File: config.mk
export PLATFORM = sky130hd
export DESIGN_NAME = priority_arbiter
export DESIGN_NICKNAME = d
export VERILOG_FILES = /design/src/rtl/priority_arbiter.sv
export SDC_FILE = /design/constraint.sdc
export NUM_CORES = 1
export LEC_CHECK = 0
export CAP_MARGIN = 30
export CORE_AREA = 10 10 47 49
export CTS_CLUSTER_SIZE = 10
export DETAILED_ROUTE_END_ITERATION = 8
export DIE_AREA = 0 0 57 59
export GPL_TIMING_DRIVEN = 0
export PLACE_DENSITY = 0.8
export SETUP_SLACK_MARGIN = 0.4
export SLEW_MARGIN = 20
export SYNTH_ARGS = -nofsm -noshare
export SYNTH_HDL_FRONTEND = slang
export SYNTH_SLANG_ARGS = --single-unit
File: constraint.sdc
create_clock -name clk -period 1.7 [get_ports clk]
set_input_delay 0.34 -clock clk [delete_from_list [all_inputs] [get_ports clk]]
set_output_delay 0.34 -clock clk [all_outputs]
set_load 0.1 [all_outputs]
File: src/rtl/priority_arbiter.sv
// East/west request arbiter with emergency preemption and starvation limit.
// Decisions are taken at phase boundaries and every output is registered.
module priority_arbiter #(
  parameter bit PRIO_SIDE = 1'b0,
  parameter int MAX_WAIT  = 3,
  parameter int WAIT_W    = 2
) (
  input  logic       clk,
  input  logic       rst,
  input  logic       req_east,
  input  logic       req_west,
  input  logic       emerg_east,
  input  logic       emerg_west,
  input  logic       timing_done,
  output logic [1:0] prio,
  output logic       preempt,
  output logic       pend_east,
  output logic       pend_west,
  output logic [2:0] state
);

  typedef enum logic [2:0] {
    IDLE    = 3'b000,
    SERVE_E = 3'b001,
    SERVE_W = 3'b010,
    PRE_E   = 3'b101,
    PRE_W   = 3'b110
  } state_t;

  localparam logic [WAIT_W-1:0] MAX_W   = WAIT_W'(MAX_WAIT);
  localparam state_t            FAV_SRV = (PRIO_SIDE == 1'b0) ? SERVE_E : SERVE_W;
  localparam state_t            NFV_SRV = (PRIO_SIDE == 1'b0) ? SERVE_W : SERVE_E;
  localparam state_t            FAV_PRE = (PRIO_SIDE == 1'b0) ? PRE_E : PRE_W;

  state_t            state_q, state_d, arb_state_s;
  logic [1:0]        prio_q, prio_d;
  logic              preempt_q, preempt_d;
  logic              pend_east_q, pend_east_d, pend_west_q, pend_west_d;
  logic [WAIT_W-1:0] wait_east_q, wait_east_d, wait_west_q, wait_west_d;
  logic [WAIT_W-1:0] nfv_wait_s;
  logic              arb_s;

  // Outcome of an arbitration, should this edge turn out to be one.
  always_comb begin
    nfv_wait_s  = (PRIO_SIDE == 1'b0) ? wait_west_q : wait_east_q;
    arb_state_s = IDLE;
    if (pend_east_q && !pend_west_q) begin
      arb_state_s = SERVE_E;
    end else if (!pend_east_q && pend_west_q) begin
      arb_state_s = SERVE_W;
    end else if (pend_east_q && pend_west_q) begin
      if (nfv_wait_s == MAX_W) begin
        arb_state_s = NFV_SRV;
      end else begin
        arb_state_s = FAV_SRV;
      end
    end else begin
      arb_state_s = IDLE;
    end
  end

  // Next state: emergencies first, then phase-boundary arbitration.
  always_comb begin
    state_d = state_q;
    arb_s   = 1'b0;
    case (state_q)
      PRE_E: begin
        if (emerg_east) begin
          state_d = PRE_E;
        end else if (timing_done) begin
          if (emerg_west) begin
            state_d = PRE_W;
          end else begin
            arb_s   = 1'b1;
            state_d = arb_state_s;
          end
        end else begin
          state_d = state_q;
        end
      end
      PRE_W: begin
        if (emerg_west) begin
          state_d = PRE_W;
        end else if (timing_done) begin
          if (emerg_east) begin
            state_d = PRE_E;
          end else begin
            arb_s   = 1'b1;
            state_d = arb_state_s;
          end
        end else begin
          state_d = state_q;
        end
      end
      IDLE, SERVE_E, SERVE_W: begin
        if (emerg_east && emerg_west) begin
          state_d = FAV_PRE;
        end else if (emerg_east) begin
          state_d = PRE_E;
        end else if (emerg_west) begin
          state_d = PRE_W;
        end else if (timing_done) begin
          arb_s   = 1'b1;
          state_d = arb_state_s;
        end else begin
          state_d = state_q;
        end
      end
      default: state_d = IDLE;
    endcase
  end

  // Output decode, sticky pending flags and starvation counters.
  always_comb begin
    case (state_d)
      SERVE_E, PRE_E: prio_d = 2'b01;
      SERVE_W, PRE_W: prio_d = 2'b10;
      default:        prio_d = 2'b00;
    endcase
    preempt_d   = (state_d == PRE_E || state_d == PRE_W) && (state_d != state_q);
    // A request on the granting edge re-arms the flag.
    pend_east_d = req_east | (pend_east_q & ~(arb_s & (arb_state_s == SERVE_E)));
    pend_west_d = req_west | (pend_west_q & ~(arb_s & (arb_state_s == SERVE_W)));
    if (!arb_s) begin
      wait_east_d = wait_east_q;
      wait_west_d = wait_west_q;
    end else begin
      if (arb_state_s == SERVE_E || !pend_east_q) begin
        wait_east_d = '0;
      end else if (wait_east_q == MAX_W) begin
        wait_east_d = MAX_W;
      end else begin
        wait_east_d = wait_east_q + WAIT_W'(1'b1);
      end
      if (arb_state_s == SERVE_W || !pend_west_q) begin
        wait_west_d = '0;
      end else if (wait_west_q == MAX_W) begin
        wait_west_d = MAX_W;
      end else begin
        wait_west_d = wait_west_q + WAIT_W'(1'b1);
      end
    end
  end

  // State and output registers.
  always_ff @(posedge clk or posedge rst) begin
    if (rst) begin
      state_q     <= IDLE;
      prio_q      <= 2'b00;
      preempt_q   <= 1'b0;
      pend_east_q <= 1'b0;
      pend_west_q <= 1'b0;
      wait_east_q <= '0;
      wait_west_q <= '0;
    end else begin
      state_q     <= state_d;
      prio_q      <= prio_d;
      preempt_q   <= preempt_d;
      pend_east_q <= pend_east_d;
      pend_west_q <= pend_west_d;
      wait_east_q <= wait_east_d;
      wait_west_q <= wait_west_d;
    end
  end

  assign prio      = prio_q;
  assign preempt   = preempt_q;
  assign pend_east = pend_east_q;
  assign pend_west = pend_west_q;
  assign state     = state_q;

endmodule
## Yosys cells after proc, flatten, opt, wreduce, memory -nomap -nowiden

Index checks and enable logic that the tools add are counted.

| storage, ports and cells | value |
|---|---|
| flip-flop bits (word level) | 10 |
| output and inout bits | 8 |
| logic and storage cells | 69 |

| operators by class | value |
|---|---|
| $add $sub $neg | 1 |
| eq/ne operators | 12 |
| multiplexer cells | 29 |
| bitwise gates (word level) | 8 |
| reductions and logical operators | 13 |

Operators with widths:

| cell | number |
|---|---|
| 3-bit 2-to-1 mux | 13 |
| 3-bit == test (second input constant) | 4 |
| 1-bit 2-to-1 mux | 10 |
| 3-bit by 1-bit == test with 1-bit output (second input constant) | 3 |
| 3-bit by 2-bit == test with 1-bit output (second input constant) | 3 |
| 3-bit one-hot mux with 3 select lines | 1 |
| 2-bit 2-to-1 mux | 3 |
| 1-bit logical AND | 5 |
| 1-bit AND | 4 |
| 2-bit one-hot mux with 2 select lines | 1 |
| 2-bit OR reduction | 2 |
| 3-bit zero test | 1 |
| 3-bit inequality test | 1 |
| 1-bit one-hot mux with 3 select lines | 1 |
| 3-bit OR reduction | 1 |
| 2-bit by 1-bit adder with 2-bit output (second input constant) | 1 |
| 2-bit == test (second input constant) | 1 |
| 1-bit zero test | 2 |
| 1-bit logical OR | 2 |
| 1-bit inverter | 2 |
| 1-bit OR | 2 |

## Depth between registers and ports, before layout

| depth | value |
|---|---|
| word-level depth | 13 |
| depth in mapped cells | 5 |
| depth with buffers taken out | 5 |

## Worst setup path before layout

OpenSTA, ideal clock, no wires.

| timing path | value |
|---|---|
| path kind | reg-to-reg |
| start point | register state_q[0], in the netlist state[0] |
| end point | register wait_west_q[0], in the netlist nfv_wait_s[0] |
| library setup time | 0.125 ns |
| data arrival time | 1.975 ns |
| data required time | 1.575 ns |
| slack | -0.400 ns |
| cell stages (with the launch flop) | 5 |
| buffers on the path | 0 |
| clock period less this slack | 2.100 ns |
| path through | dfrtp_1 nand2b_2 o21ai_2 nor3_4 mux2_2 |

| on the way | value |
|---|---|
| word-level cells in the longest chain between the ends | 3 |
| elaborated cells on any way between the ends | 7 |
| classes of those cells | eq/ne (4); mux (1); reduce/logical (2) |

RTL lines:

| item | RTL line | RTL |
|---|---|---|
| start, declared | 35 | `state_t state_q, state_d, arb_state_s;` |
| start signal, assigned | 156 | `state_q <= state_d;` |
| 3-bit by 1-bit == test with 1-bit output, or another cell as far along | 66 | `case (state_q)` |
| 3-bit OR reduction | 66 |  |
| 1-bit one-hot mux with 3 select lines * | 66 |  |
| end signal, assigned | 162 | `wait_west_q <= wait_west_d;` |
| end, declared | 39 | `logic [WAIT_W-1:0] wait_east_q, wait_east_d, wait_west_q, wait_west_d;` |

Mark *: on every way between the ends. The rest lies on a longest branch, timed or not.
A chain may end at the register's enable or synchronous reset.

## Worst setup path in the final report

| timing path | value |
|---|---|
| start point | register state_q[1], in the netlist state[1] |
| end point | register preempt_q, in the netlist preempt |

| on the way | value |
|---|---|
| word-level cells in the longest chain between the ends | 8 |
| elaborated cells on any way between the ends | 20 |
| classes of those cells | eq/ne (7); mux (9); reduce/logical (4) |

RTL lines:

| item | RTL line | RTL |
|---|---|---|
| 3-bit 2-to-1 mux | 102 | `end else if (timing_done) begin` |
| 3-bit 2-to-1 mux | 100 | `end else if (emerg_west) begin` |
| 3-bit 2-to-1 mux | 98 | `end else if (emerg_east) begin` |
| 3-bit 2-to-1 mux | 96 | `if (emerg_east && emerg_west) begin` |
| 3-bit one-hot mux with 3 select lines | 66 |  |
| 3-bit == test | 120 | `preempt_d = (state_d == PRE_E \|\| state_d == PRE_W) && (state_d != state_q);` |
| 1-bit logical OR | 120 |  |
| 1-bit logical AND * | 120 |  |
| named net preempt_d | 37 | `logic preempt_q, preempt_d;` |
| end signal, assigned | 158 | `preempt_q <= preempt_d;` |
| end, declared | 37 |  |

Mark *: on every way through the listed nets, which the timed path passes. The rest lies on a longest branch.

==> results.json <==
{
  "crit_chain": "a221o_2 -> o221ai_2 -> nand2_1 -> o2bb2ai_2",
  "cts_buffers": 3,
  "htree_num_levels": 1,
  "avgSynthCellArea_um2": 9.97,
  "fp.dieH_um": 59,
  "synth_nets": 66,
  "placementRows": 14,
  "final_cell_mix": "buf_4 (15), nand2_1 (7), inv_1 (6), nor2_1 (5)",
  "fin_skew_ns": 0.00871,
  "grtUsageTotal": 0.0913,
  "post-route-util": 0.691,
  "synth_edf_count": 0,
  "p_total_mw": 2.18,
  "die_width_um": 57,
  "met1_length_um": 582,
  "hpwl_um": 1020,
  "via_per_inst": 5.51,
  "area_growth_pct": 64.7,
  "core_um2": 1400,
  "overflow": 0,
  "ctsLongestPathBuffers": 2,
  "slew_headroom": 0.731,
  "grt_first_pass_wirelength_um": 2610,
  "nets": 96,
  "critPathSlowestCell": "dfrtp_4",
  "hold_viol": 0,
  "cts_hold_buf": 0,
  "synthArstFlopShare": 1.00,
  "worstMarginPinSlew_ns": 0.397,
  "synth-seq-area-share": 0.426,
  "top_layer": "met4",
  "critical_path_class": "flip-flop to flip-flop",
  "ios": 15,
  "routed_wl_um": 1590,
  "power_density_nw_per_um2": 2250,
  "synth_cell_types": 27,
  "vdd_drop_max_mv": 1.04,
  "pre_cts_ws_ns": -0.259,
  "diodes": 0,
  "gp_congestion": 0.784,
  "tritoncts": "done",
  "ys_ff_latch": 10,
  "drv_slew": 0,
  "path_clk_slew_ns": 0.08,
  "cp_max_fo": 6,
  "required_ns": 1.85,
  "drive_above_1_share": 0.534,
  "rsz0062_at_grt": "yes",
  "wl_met3_um": 120,
  "cts.sinks": 10,
  "wl_per_cell_um": 15.3,
  "dr.pass1.iters": 4,
  "tns_ns": 0,
  "wl_met2_um": 854,
  "place_inst": 89,
  "fin_crit_sh": 0.838,
  "setup_slack_ns": 0.275,
  "timing.fmax_ghz": 0.702,
  "syn-cell-area_um2": 588,
  "setup_violations": 0,
  "die-area_um2": 3360,
  "power_leakage_nw": 0.418,
  "dr.first_iter.drc_count": 13,
  "grt_pass1_vias": 647,
  "antenna_found_initial": 0,
  "synth_ff_type": "dfrtp_1",
  "instances_no_fill": 104,
  "yosysWarnings": 0,
  "hp-class": "input port to asynchronous set/reset pin",
  "end_kind": "flip-flop",
  "start_kind": "flip-flop",
  "cts_root_buffer": "clkbuf_4",
  "clk_latency_ns": 0.27,
  "grt_start_max_net_pins": 11,
  "final_common_cell": "buf_4",
  "synthCells": 59,
  "drc": 0,
  "ff2ff_setup_slack_ns": 0.27,
  "cap_violations": 0,
  "vias": 573,
  "arrival_ns": 1.58,
  "ant_nets": 0,
  "floorplan.initialDensity": 0.420,
  "io_buffers": 14,
  "min_period_ns": 1.43,
  "status": "complete, no violations",
  "critPathMaxStageDelay_ns": 0.53
}
-- layer usage --
layer,up-vias,track usage
li1,273,-
met1,279,0.0845
met2,17,0.169
met3,4,0.0386
met4,0,0.0436
met5,-,0
-- synthesized netlist by cell type, drive strengths merged, types with 2 or more instances --
cell     n  area, um^2
a211oi   2        15.0
a21o     2        16.3
a21oi    4        20.0
dfrtp   10         250
inv      7        26.3
nand2    8        30.0
nand2b   3        21.3
nor2     5        18.8
o21ai    2        13.8
o32ai    2        17.5
-- worst max-delay path: cells and delay by family, from the launching register on --
family | cells | cell delay (ns)
DFF | 1 | 0.53
and+or+nand+nor | 1 | 0.10
AOI/OAI and AO/OA | 3 | 0.68
-- state kept, by name, indices dropped and copies added, names as in the netlist --
register    cells
nfv_wait_s      2
pend_east       1
pend_west       1
preempt         1
prio            2
state           3
-- kinds of logic (layout without fill, tap and decap cells) --
| family | count (synthesis) | in the layout | share of synthesized area |
|---|---|---|---|
| simple gates | 20 | 20 | 0.179 |
| compound gates | 21 | 21 | 0.332 |
| mux | 1 | 1 | 0.0191 |
| buf+inv | 7 | 36 | 0.0447 |
| flops | 10 | 10 | 0.426 |
-- metrics by stage --
step                hold slack [ns]  area [um^2]
floorplan                     0.180          621
global placement              0.562          781
detailed placement            0.574          781
CTS                           0.366          888
global route                  0.372          968
finish                        0.347          968
-- area by class of cell --
type | count | area [um^2]
fill | 114 | 433
multi-input combinational | 42 | 369
sequential | 10 | 268
timing repair buffer | 25 | 249
clock buffer | 4 | 36.3
inverter | 7 | 26.3
tap | 16 | 20.0
-- report_power, final --
group          internal [mW]  switching [mW]  total, mW  leakage, nW
logic                  0.550           0.923       1.47        0.288
clock network          0.130          0.0911      0.221       0.0210
registers              0.360           0.126      0.486        0.110
total                   1.04            1.14       2.18        0.418
-- final timing paths --
check,from,endpoint,depth (start not counted)
worst max-delay path,state[1],preempt,4
worst min-delay path,rst,prio[1],2
worst max register to register,state[1],preempt,4
worst min register to register,nfv_wait_s[0],nfv_wait_s[0],1
max in group asynchronous,rst,state[0],2
min in group clk,nfv_wait_s[0],nfv_wait_s[0],1
-- timing repair --
action                     CTS  global route
gates resized for setup     64            10
pin swaps                    3             2
setup endpoints to repair   17            13
setup buffers                7             4
No activity file was read; power rests on OpenSTA's default activity.
